===== src/rtl/leftshift_multicycle.sv =====
// leftshift_multicycle: sequential 32-bit logical left shifter.
// Applies one binary shift stage (1, 2, 4, 8, 16) per clock, so every
// operation takes exactly 5 cycles regardless of the shift distance.
// Ports:
//   clock    - rising-edge clock
//   reset    - synchronous active-high reset
//   A        - operand, captured on an accepted start
//   shiftAmt - shift distance 0..31, captured on an accepted start
//   start    - request, accepted only while busy is low
//   res      - last completed result (registered)
//   busy     - high while an operation is in flight (registered)
//   done     - one-cycle pulse when res first shows a new result (registered)
module leftshift_multicycle (
    input  logic        clock,
    input  logic        reset,
    input  logic [31:0] A,
    input  logic [4:0]  shiftAmt,
    input  logic        start,
    output logic [31:0] res,
    output logic        busy,
    output logic        done
);

    localparam int unsigned DATA_W = 32;
    localparam int unsigned AMT_W  = 5;
    localparam int unsigned CNT_W  = 3;
    localparam logic [CNT_W-1:0] LAST_STAGE = CNT_W'(4);

    typedef enum logic {
        IDLE = 1'b0,
        RUN  = 1'b1
    } state_t;

    state_t              state_q, state_d;
    logic [CNT_W-1:0]    cnt_q,   cnt_d;
    logic [DATA_W-1:0]   work_q,  work_d;
    logic [AMT_W-1:0]    amt_q,   amt_d;
    logic [DATA_W-1:0]   res_q,   res_d;
    logic                busy_q,  busy_d;
    logic                done_q,  done_d;
    logic [DATA_W-1:0]   stage_val;

    // Result of applying the current stage to the work register.
    always_comb begin
        stage_val = work_q;
        case (cnt_q)
            CNT_W'(0): if (amt_q[0]) stage_val = work_q << 1;
            CNT_W'(1): if (amt_q[1]) stage_val = work_q << 2;
            CNT_W'(2): if (amt_q[2]) stage_val = work_q << 4;
            CNT_W'(3): if (amt_q[3]) stage_val = work_q << 8;
            CNT_W'(4): if (amt_q[4]) stage_val = work_q << 16;
            default:   stage_val = work_q;
        endcase
    end

    // Next-state and output logic.
    always_comb begin
        state_d = state_q;
        cnt_d   = cnt_q;
        work_d  = work_q;
        amt_d   = amt_q;
        res_d   = res_q;
        done_d  = 1'b0;
        case (state_q)
            IDLE: begin
                if (start) begin
                    work_d  = A;
                    amt_d   = shiftAmt;
                    cnt_d   = '0;
                    state_d = RUN;
                end
            end
            RUN: begin
                work_d = stage_val;
                cnt_d  = cnt_q + CNT_W'(1);
                if (cnt_q == LAST_STAGE) begin
                    // Final stage goes straight to res; start is not
                    // considered this cycle, so back-to-back accepts at E6.
                    res_d   = stage_val;
                    done_d  = 1'b1;
                    cnt_d   = '0;
                    state_d = IDLE;
                end
            end
            default: state_d = IDLE;
        endcase
        busy_d = (state_d == RUN);
    end

    // State registers with synchronous reset.
    always_ff @(posedge clock) begin
        if (reset) begin
            state_q <= IDLE;
            cnt_q   <= '0;
            work_q  <= '0;
            amt_q   <= '0;
            res_q   <= '0;
            busy_q  <= 1'b0;
            done_q  <= 1'b0;
        end else begin
            state_q <= state_d;
            cnt_q   <= cnt_d;
            work_q  <= work_d;
            amt_q   <= amt_d;
            res_q   <= res_d;
            busy_q  <= busy_d;
            done_q  <= done_d;
        end
    end

    assign res  = res_q;
    assign busy = busy_q;
    assign done = done_q;

endmodule


===== config.mk =====
export PLATFORM = sky130hd
export DESIGN_NAME = leftshift_multicycle
export DESIGN_NICKNAME = d
export VERILOG_FILES = /design/src/rtl/leftshift_multicycle.sv
export SDC_FILE = /design/constraint.sdc
export NUM_CORES = 1
export LEC_CHECK = 0
export ABC_AREA = 1
export CAP_MARGIN = 5
export CORE_MARGIN = 10
export CORE_UTILIZATION = 25
export CTS_CLUSTER_DIAMETER = 120
export DETAILED_ROUTE_END_ITERATION = 6
export GPL_TIMING_DRIVEN = 0
export HOLD_SLACK_MARGIN = 0.12
export SYNTH_ARGS = -nofsm -noshare
export SYNTH_HDL_FRONTEND = slang
export SYNTH_SLANG_ARGS = --single-unit

===== constraint.sdc =====
create_clock -name clock -period 2.5 [get_ports clock]
set_input_delay 0.5 -clock clock [delete_from_list [all_inputs] [get_ports clock]]
set_output_delay 0.5 -clock clock [all_outputs]
set_load 0.01 [all_outputs]

==> Yosys cells after proc, flatten, opt, wreduce, memory -nomap -nowiden <==
Cells that the tools add are included.
Widths: inputs -> output; s select.
{ "word_totals": {"reg_bits": 74, "in_bits": 40, "elab_cells": 32} }
{ "classes": {"addsub": 1, "eq_ne": 5, "mux": 15, "bitwise": 1, "reduce_logical": 4} }
{ "ops": {"columns": ["cell", "n"], "rows": [
  ["$mux 32", 6],
  ["$pmux 32 s5", 1],
  ["$pmux 32 s2", 1],
  ["$eq 3x2->1 const B", 2],
  ["$mux 3", 2],
  ["$pmux 3 s2", 1],
  ["$reduce_and 2->1", 2],
  ["$add 3x1->3 const B", 1],
  ["$eq 3x1->1 const B", 1],
  ["$eq 3x3->1 const B", 1],
  ["$logic_not 3->1", 1],
  ["$mux 1", 3],
  ["$ne 2x2->1 const B", 1],
  ["$pmux 1 s2", 1],
  ["$reduce_or 2->1", 1],
  ["$not 1->1", 1]
]} }

==> Depth between registers and ports, before layout <==
{ "depth": {"depth_word": 3, "mapped_depth": 11, "mapped_depth_nobuf": 10} }

==> Worst setup path before layout <==
OpenSTA, ideal clock, no wires.
{ "synth_path": {"path_kind": "flip-flop to flip-flop", "from": "register cnt_q[0]", "to": "register work_q[12]", "setup_ps": 70, "t_arrival_ps": 1572, "path_slack_ps": 857, "path_stages_with_launch": 10, "path_buffers": 2, "period_less_slack_ps": 1643, "path_cell_list": "dfxtp_1 ha_1 ha_1 buf_2 nor2_1 buf_2 nand4_1 nand3_1 nand2_1 a21oi_1"} }
{ "synth_via": {"elab_chain_len": 3} }
{ "synth_rtl": {"columns": ["item", "line_no", "text"], "rows": [
  ["start: declaration", "35", "logic [CNT_W-1:0] cnt_q, cnt_d;"],
  ["start signal: assignment", "102", "cnt_q <= cnt_d;"],
  ["$eq 3x3->1, or another cell as far along", "46", "case (cnt_q)"],
  ["$pmux 32 s5 *", "46", null],
  ["$pmux 32 s2 *", "64", "case (state_q)"],
  ["end signal: assignment", "103", "work_q <= work_d;"],
  ["end: declaration", "36", "logic [DATA_W-1:0] work_q, work_d;"]
]} }
Mark *: on every way between the ends. The rest lies on a longest branch, timed or not.
A chain may end at the register's enable or synchronous reset.

==> Final worst setup path <==
Ends and elaborated chain as after synthesis.

==> out/qor.yml <==
yosys:
  synth_cells: 1045
  yosysWarningCount: 0
  synth_top_cell_area_share_pct: 27.1
  synth_area_leaders: "nand2_1 (27%), dfxtp_1 (26%), nand3_1 (15%)"
  avgSynthCellArea_um2: 5.54
  syn_area_mm2: 0.00579
  synthDistinctLibCells: 21
  ys_seq_elements: 74
  syn-num-nets: 1090
  synth_top_cell_by_area: "nand2_1"
  ys_seq_area_share_pct: 25.6
floorplan:
  initial_core_util_pct: 25.5
  core_area_mm2: 0.0227
  rows: 55
  die_area_mm2: 0.0297
  fp.dieW_um: 172
  die_h_um: 172
  io_pins: 74
routing:
  vias: 7181
  ant_nets: 0
  vias_per_cell: 5.06
  first_iter_violations: 740
  drt_wl_total_mm: 24.1
  wl_per_cell_um: 17.0
  route.detailed.drc: 0
  firstDrtPassIters: 5
clock_tree:
  clk_latency_ns: 0.36
  path_clk_slew_ns: 0.06
  post_cts_resized: 0
  cts.sinks: 74
  cts_tree: "built"
  cts_root_buf: "clkbuf_16"
  cts_buffers: 9
  holdBufCountCts: 0
  postCtsSetupBuffers: 0
  clock_path_buffers: 2
  cts_max_level: 3
global_routing:
  grt_pass1_wl_mm: 37.6
  overflow: 0
  grt_max_degree: 13
  grt_pass1_vias: 6698
  antenna_found_initial: 0
  grt_usage_pct: 16.1
timing:
  setup_viol: 0
  slew_headroom_pct: 54.5
  hold_ws_ns: 0.468
  fmax_mhz: 462
  grt_setup_unrepaired: "no"
  fin_crit_sh_pct: 86.6
  period_minus_slack_ns: 2.17
  finalSetupTns_ns: 0
  hold_viol: 0
  slew_viol_final: 0
  worstMarginPinSlew_ns: 0.682
  fin_skew_ns: 0.00976
  layout_setup_ws_ns: 0.334
cells_and_area:
  seq_area_mm2: 0.00148
  n_antenna_cell: 0
  layout.cells.non_filler: 1419
  nets: 1174
  area_delta_synth_final_pct: 24.5
  layout-drive-gt1-share_pct: 5.82
  multi_input_area_mm2: 0.00361
  final_cell_area_mm2: 0.00721
  fillers: 2574
critical_path:
  crit_path_end_kind: "flop"
  path_cells: "ha_1 -> ha_1 -> buf_2 -> nor2_1 -> buf_2 -> nand4_1 -> nand3_1 -> nand2_1 -> a21oi_1"
  path_max_fanout: 10
  timing_worst_setup_path_type: "reg -> reg"
  crit_family: "simple AND/OR/NAND/NOR gates"
  max_stage_delay_ns: 0.35
  critPathRequiredTime_ns: 2.78
  cp_data_arrival_time_ns: 2.45
  setup.worst_path.start_class: "flop"
  worst_path_max_delay_cell: "dfxtp_1"
  cp.buffers_inverters: 2
min_path:
  hold_path.class: "reg -> reg"
status:
  status: "complete, no violations"
placed_design:
  post_dp_cell_area_mm2: 0.00688
  dp_hpwl_mm: 17.8
  dp_slack_ns: 0.172
  io_buffer_count: 73
  gp_congestion: 0.968
  dp_cells: 1403
pwr:
  switching_power_uw: 1330
  seqPwrFrac_pct: 33.7
  p_per_area_mw_per_mm2: 531
  intPower_uw: 2500
  clock_power_share_pct: 38.7
  ir_drop_mv: 0.349
  swShare_pct: 34.8
  combPwrFrac_pct: 27.7
  p_leak_uw: 0.00342
job:
  cap_violations: 0
final timing paths:
path         startpoint          to  slack, ns  depth (start not counted)
max            cnt_q[0]  work_q[12]       0.33                          9
min             res[15]     res[15]       0.47                          2
max reg2reg    cnt_q[0]  work_q[12]       0.33                          9
min reg2reg     res[15]     res[15]       0.47                          2
synth_stat cells (all sizes together):
| cell type | number |
|---|---|
| or2 | 1 |
| buf | 57 |
| nand4 | 31 |
| clkinv | 16 |
| nor3 | 1 |
| dfxtp | 74 |
| nand2 | 420 |
| o21ai | 48 |
| a21oi | 44 |
| clkbuf | 22 |
| a211oi | 1 |
| inv | 72 |
| nor2 | 42 |
| o211ai | 32 |
| ha | 5 |
| nand3 | 179 |
area by class of cell:
type	instances	area share [%]
plain buffers	79	5.19
clock buffers	12	3.56
clock inverters	4	1.02
inverters	88	4.58
multi-input cells	804	50.0
flip-flops and latches	74	20.5
well taps	285	4.94
repair buffers	73	10.1
tightest hold or removal path: cells and delay by family (launching register included):
family           cells  cell delay (ns)
DFF                  1             0.31
and+or+nand+nor      2             0.12
cells by family after synthesis:
kind of cell / synth area share [%]
and+or+nand+nor: 49.0
DFF: 25.6
buffers and inverters: 12.2
adders and majority gates: 1.08
AOI/OAI and AO/OA: 12.2
through the flow:
step                power [µW]  utilization, %
global route              4020            31.8
detailed placement        2350            30.3
finish                    3830            31.8
CTS                       3830            31.8
floorplan                 1990               -
global placement          2330            30.3
power groups by stage:
stage | clock [µW] | combinational (µW) | sequential [µW]
global route | 1560 | 1160 | 1300
floorplan | 0 | 687 | 1300
global placement | 0 | 1020 | 1310
detailed placement | 0 | 1040 | 1310
CTS | 1500 | 1040 | 1290
finish | 1480 | 1060 | 1290
layer usage:
layer	vias up	global-route usage [%]	routed length, µm
li1	3563	-	-
met2	282	25.1	10900
met1	3304	21.5	10900
met4	0	4.80	419
met5	-	0	0
met3	32	3.49	1870
cell usage in the layout (no fill, tap or decap):
cell type / synthesis / routed
nand2_1: 419 / 419
nand3_1: 179 / 179
dfxtp_1: 74 / 74
clkdlybuf4s50_1: 0 / 73
inv_1: 70 / 70
o21ai_0: 45 / 45
a21oi_1: 44 / 44
nor2_1: 42 / 42
buf_2: 41 / 41
o211ai_1: 32 / 32
nand4_1: 31 / 31
clkbuf_1: 22 / 23
clkinv_1: 16 / 16
buf_1: 9 / 9
clkbuf_16: 0 / 9
buf_4: 7 / 7
ha_1: 5 / 5
o21ai_1: 3 / 3
inv_2: 2 / 2
clkbuf_8: 0 / 2
bufinv_16: 0 / 2
nor3_1: 1 / 1
nand2_2: 1 / 1
or2_1: 1 / 1
a211oi_1: 1 / 1
clkinv_2: 0 / 1
clkinv_4: 0 / 1
registers in the layout (all words and copies together), names as in the netlist:
register / count
res: 32
work_q: 32
amt_q: 5
cnt_q: 3
busy: 1
done: 1
Power figures use the tool's default switching activity.
